$ cat config.mk
export PLATFORM = sky130hd
export DESIGN_NAME = hcms_frame_feeder
export DESIGN_NICKNAME = d
export VERILOG_FILES = /design/src/rtl/hcms_frame_feeder.sv
export SDC_FILE = /design/constraint.sdc
export NUM_CORES = 1
export LEC_CHECK = 0
export ABC_AREA = 1
export CAP_MARGIN = 20
export CORE_ASPECT_RATIO = 0.7
export CORE_MARGIN = 1
export CORE_UTILIZATION = 55
export DETAILED_ROUTE_END_ITERATION = 8
export MAX_ROUTING_LAYER = met4
export PLACE_DENSITY_LB_ADDON = 0.05
export RECOVER_POWER = 25
export SYNTH_ARGS = -nofsm -noshare
export SYNTH_HDL_FRONTEND = slang
export SYNTH_SLANG_ARGS = --single-unit
$ cat constraint.sdc
create_clock -name i_CLK -period 2.5 [get_ports i_CLK]
set_clock_uncertainty 0.2 [all_clocks]
set_input_delay 0.375 -clock i_CLK [delete_from_list [all_inputs] [get_ports i_CLK]]
set_output_delay 0.375 -clock i_CLK [all_outputs]
set_load 0.02 [all_outputs]
$ cat src/rtl/hcms_frame_feeder.sv
// Frame sequencer for the HCMS-29xx shifter: holds an ASCII buffer and streams
// reset / control words / font columns as bytes over a load/ready handshake.
module hcms_frame_feeder #(
  parameter int          NUM_CHARS    = 8,
  parameter logic [7:0]  CW0          = 8'b0100_1111,
  parameter logic [7:0]  CW1          = 8'b1000_0001,
  parameter int          RESET_CYCLES = 16
) (
  input  logic       i_CLK,
  input  logic       i_RST,
  input  logic       i_wr_en,
  input  logic [3:0] i_wr_addr,
  input  logic [7:0] i_wr_char,
  input  logic       i_frame_start,
  output logic       o_busy,
  output logic       o_frame_done,
  output logic [6:0] o_font_char,
  output logic [2:0] o_font_col,
  input  logic [7:0] i_font_data,
  output logic [7:0] o_data,
  output logic       o_cmd,
  output logic       o_data_load,
  input  logic       i_ready,
  output logic       o_hcms_reset
);

  localparam int IW  = (NUM_CHARS > 1) ? $clog2(NUM_CHARS) : 1;
  localparam int RCW = $clog2(RESET_CYCLES + 1);

  typedef enum logic [3:0] {
    S_IDLE, S_RST_HOLD, S_CW0, S_CW1, S_FETCH, S_WAIT_FONT, S_XFER, S_RELEASE, S_DONE
  } state_t;

  // Which byte is in flight, so the shared XFER/RELEASE path knows where to return.
  typedef enum logic [1:0] {K_CW0, K_CW1, K_DATA} kind_t;

  state_t         state, next_state;
  kind_t          kind;
  logic [7:0]     buffer [0:(1<<IW)-1];
  logic [IW-1:0]  char_idx;
  logic [2:0]     col;
  logic [RCW-1:0] rst_cnt;
  logic           init_done;
  logic           pending;
  logic           accept;
  logic           last_byte;
  logic           wr_ok;

  function automatic logic [6:0] glyph(input logic [7:0] code);
    return (code >= 8'h20 && code <= 8'h7E) ? 7'(code - 8'h20) : 7'd0;
  endfunction

  assign accept    = (state == S_IDLE) && (i_frame_start || pending);
  assign last_byte = (col == 3'd4) && (char_idx == '0);
  assign wr_ok     = i_wr_en && (int'(i_wr_addr) < NUM_CHARS);

  // Address follows the live buffer, so late writes reach not-yet-fetched characters.
  assign o_font_char  = glyph(buffer[char_idx]);
  assign o_font_col   = col;
  assign o_data_load  = (state == S_XFER);
  assign o_hcms_reset = (state == S_RST_HOLD);
  assign o_frame_done = (state == S_DONE);
  assign o_busy       = (state != S_IDLE) && (state != S_DONE);

  always_comb begin
    // NOTE: default assigned first so every path drives next_state and no latch is inferred.
    next_state = state;
    case (state)
      S_IDLE:      if (accept) next_state = init_done ? S_FETCH : S_RST_HOLD;
      S_RST_HOLD:  if (rst_cnt == RCW'(RESET_CYCLES - 1)) next_state = S_CW0;
      S_CW0,
      S_CW1:       next_state = S_XFER;
      S_FETCH:     next_state = S_WAIT_FONT;
      S_WAIT_FONT: next_state = S_XFER;
      S_XFER:      if (i_ready) next_state = S_RELEASE;
      S_RELEASE: begin
        if (!i_ready) begin
          case (kind)
            K_CW0:   next_state = S_CW1;
            K_CW1:   next_state = S_FETCH;
            default: next_state = last_byte ? S_DONE : S_FETCH;
          endcase
        end
      end
      S_DONE:      next_state = S_IDLE;
      default:     next_state = S_IDLE;
    endcase
  end

  always_ff @(posedge i_CLK) begin
    if (i_RST) begin
      state     <= S_IDLE;
      kind      <= K_CW0;
      char_idx  <= '0;
      col       <= '0;
      rst_cnt   <= '0;
      init_done <= 1'b0;
      pending   <= 1'b0;
      o_data    <= '0;
      o_cmd     <= 1'b0;
      // NOTE: the buffer is a small register file that must read as blanks after reset,
      // so it is cleared explicitly here rather than mapped to a RAM macro.
      for (int i = 0; i < (1 << IW); i++) buffer[i] <= 8'h20;
    end else begin
      state <= next_state;

      if (wr_ok) buffer[i_wr_addr[IW-1:0]] <= i_wr_char;

      if (accept)
        pending <= 1'b0;
      else if (state != S_IDLE && i_frame_start)
        pending <= 1'b1;

      case (state)
        S_IDLE: begin
          rst_cnt <= '0;
          if (accept) begin
            char_idx <= IW'(NUM_CHARS - 1);
            col      <= '0;
          end
        end
        S_RST_HOLD: rst_cnt <= rst_cnt + 1'b1;
        S_CW0: begin
          o_data <= CW0;
          o_cmd  <= 1'b1;
          kind   <= K_CW0;
        end
        S_CW1: begin
          o_data <= CW1;
          o_cmd  <= 1'b1;
          kind   <= K_CW1;
        end
        S_WAIT_FONT: begin
          o_data <= i_font_data;
          o_cmd  <= 1'b0;
          kind   <= K_DATA;
        end
        S_RELEASE: begin
          if (!i_ready) begin
            if (kind == K_CW1) init_done <= 1'b1;
            if (kind == K_DATA) begin
              if (col == 3'd4) begin
                col <= '0;
                if (char_idx != '0) char_idx <= char_idx - 1'b1;
              end else begin
                col <= col + 3'd1;
              end
            end
          end
        end
        default: ;
      endcase
    end
  end

endmodule

==> metrics, run 1 <==
top post-synthesis cells by area edfxtp_1 (41%), dfxtp_1 (13%), nand2_1 (13%); Crit Path Max Fanout 12; worst slew pin tran 1000 ps; final WL 11.7 mm; post-synth top area cell edfxtp_1; synth warn 0; post-DP HPWL 8.28 mm; vias 4042; H-tree depth 3; register area 2550 sq um; final hold vios 0; largest net degree at the start of global routing 20; top_reg_cell synth edfxtp_1; Bufs and invs on worst path 3; TritonCTS clock tree done; initial antenna violation count 0; num ports 48; Clock Pin Slew Worst Setup and Hold Paths 60 ps; Crit. End Element output pin; input/output buffers 47; GRT Total Usage 28.0%; Layout Nets 690; final cycle utilization of the critical path 105%; layout cells sized above 1 17.0%; cts hold-fix bufs 0; Critical Path, Cell by Cell inv_6 > buf_4 > nand2_1 > nand3_2 > nand2_1 > nand2_1 > nand2_1 > nand2_1 > nor2_1 > nand2_1 > nand2_4 > nor2_2 > buf_6; ANT nets after route 0; slowest cell on the critical path dfxtp_4; Slew Limit Fails 0; unrepaired setup endpoints after global routing yes; WP data required 1920 ps; Hold Path Class flip-flop to flip-flop; PD cells 1040 nW/um^2; Synth Instances 579; fraction of registers with async set or reset after synthesis 0%; multi-input logic area 1790 sq um; Root Buffer clkbuf_16; Tot Pwr 6160 uW; wire length per cell 15.3 um; area delta synth->final 26.0%; vias in the first global route 3622; Syn Nets 611; crit path kind flip-flop to output pin; Final Cell Area 5940 sq um; Final WS setup -136 ps; vias per inst 5.29; delay-heaviest family, CP simple AND/OR/NAND/NOR gates; worst skew pair latency 350 ps; Avg Synthesized Cell Area 8.14 sq um; final setup vio count 7; Startpoint Class flip-flop; Arr. time, crit path 2060 ps; Static Leakage 0.00269 uW; Die X 113 um; initial core utilization 58.4%; min Tclk post-route 2640 ps; Most Frequent Cell on Critical Path nand2_1; Fmax 379 MHz; core region area 8070 sq um; DRC viols 0; fill count 618; Synth cell types 36; Final GP Congestion 0.969; Area after DPL 5470 sq um; Sink Count 95; total grt overflow 0; Die ar. 8950 sq um; violated checks setup timing; first-pass GRT wire length 18.1 mm; initial DRC count 480; EDFF count, synth 64; clk buf depth 2; total CTS buffers 9; share of the synthesized area in the top cell type 40.8%; Cell Area, Synth 4710 sq um; Rel. slew slack 32.6%; max incr delay on CP 420 ps; Seq/Total Area, Yosys 54.0%; Site Rows 27; First-pass DRT Iterations 6; Peak VDD IR 0.507 mV; Max-Cap Viols 0; DIE HEIGHT 79.4 um; # diodes 0; status finished, violations left; FF+latch count, synth 95
## power by group
group          internal, uW  switching [uW]
sequential             1860             139
clock                   728             566
combinational          1240            1630
total                  3830            2340
## cell usage in the layout (no fill, tap or decap), drive strengths merged
master,instances
dlymetal6s2s,2
clkinv,3
nor4,2
o221ai,1
nor2,98
inv,105
nor3,4
a211oi,2
o221a,1
nand2,166
a21oi,17
ha,7
o2111ai,1
dfxtp,31
xnor2,1
edfxtp,64
dlygate4sd2,1
a221oi,3
a31oi,2
nand4,2
o22ai,2
dlygate4sd3,1
clkbuf,20
nand3,37
o21ai,16
buf,36
clkdlybuf4s50,36
or2,2
## registers in the layout, indices dropped and copies added, names as in the netlist, named ones only
register / cells
buffer: 64
o_data: 8
state: 4
char_idx: 3
pending: 1
rst_cnt: 5
init_done: 1
o_font_col: 3
kind: 2
o_cmd: 1
## repair_timing
action | in CTS | in global routing
pin swaps | 1 | 32
setup endpoints to repair | 8 | 9
gates resized for setup | 37 | 61
cloned | 0 | 1
buffers inserted | 2 | 1
## routing by layer
| layer | global-route usage [%] | wire length, um | up-vias | part of all wire, % |
|---|---|---|---|---|
| met5 | - | 0 | - | 0 |
| met4 | 6.80 | 106 | 0 | 0.90 |
| met3 | 9.34 | 1220 | 13 | 10 |
| met2 | 37.3 | 4940 | 201 | 42 |
| met1 | 40.7 | 5450 | 1852 | 46 |
| li1 | - | - | 1976 | - |
## cell usage after synthesis (all sizes together) (3+ instances only)
library cell	count
ha	7
edfxtp	64
a221oi	3
nand2	166
nor3	4
dfxtp	31
nor2	98
inv	105
o21ai	16
nand3	37
a21oi	17
buf	13
## layout make-up
cell class	count	share of cell area, %
multi-input cells	364	30.2
clock inverters	3	0.316
flip-flops and latches	95	42.9
clock buffers	13	4.38
well taps	101	2.13
repair buffers	83	13.3
inverters	105	6.81
## cells by family after synthesis
family	Yosys count	share of synthesized area [%]
fa+ha+maj	7	1.86
compound gates	45	5.76
flops	95	54.0
xor+xnor	1	0.186
simple gates	311	27.6
buf+inv	120	10.6
## per-stage QoR
stage / setup TNS, ps / utilization (%) / setup slack (ps) / hold slack, ps / instances
2_1_floorplan: 0 / - / 316 / 215 / 579
3_3_place_gp: -869 / 67.8 / -126 / 248 / 744
3_5_place_dp: -1080 / 67.8 / -212 / 251 / 744
4_1_cts: -271 / 71.3 / -45.0 / 256 / 762
5_1_grt: -1670 / 73.5 / -240 / 289 / 764
6_report: -902 / 73.5 / -136 / 260 / 764
## worst register-to-register path, stage by stage, from the launching register on
cell and delay [ps]:
dfxtp_1 430, inv_2 90, nor3_1 820, nor2_1 300, inv_1 210, o21ai_0 100, a21oi_1 120
## final timing paths
kind	from	end	slack [ps]	cells past startpoint
max	flip-flop	o_font_char[3]	-140	13
min	char_idx[0]$_SDFFE_PP0P_	flip-flop	260	1
max reg2reg	state[0]$_SDFFE_PP0P_	o_data[6]$_SDFFE_PP0P_	160	6
min reg2reg	char_idx[0]$_SDFFE_PP0P_	flip-flop	260	1
No activity file was read; power rests on OpenSTA's default activity.
==> run 2: changes to the inputs <==
CTS_CLUSTER_SIZE = 24   (was unset)
==> results of run 2 <==
Same layout as run 1: the final DEF is identical, and so are final timing and power.
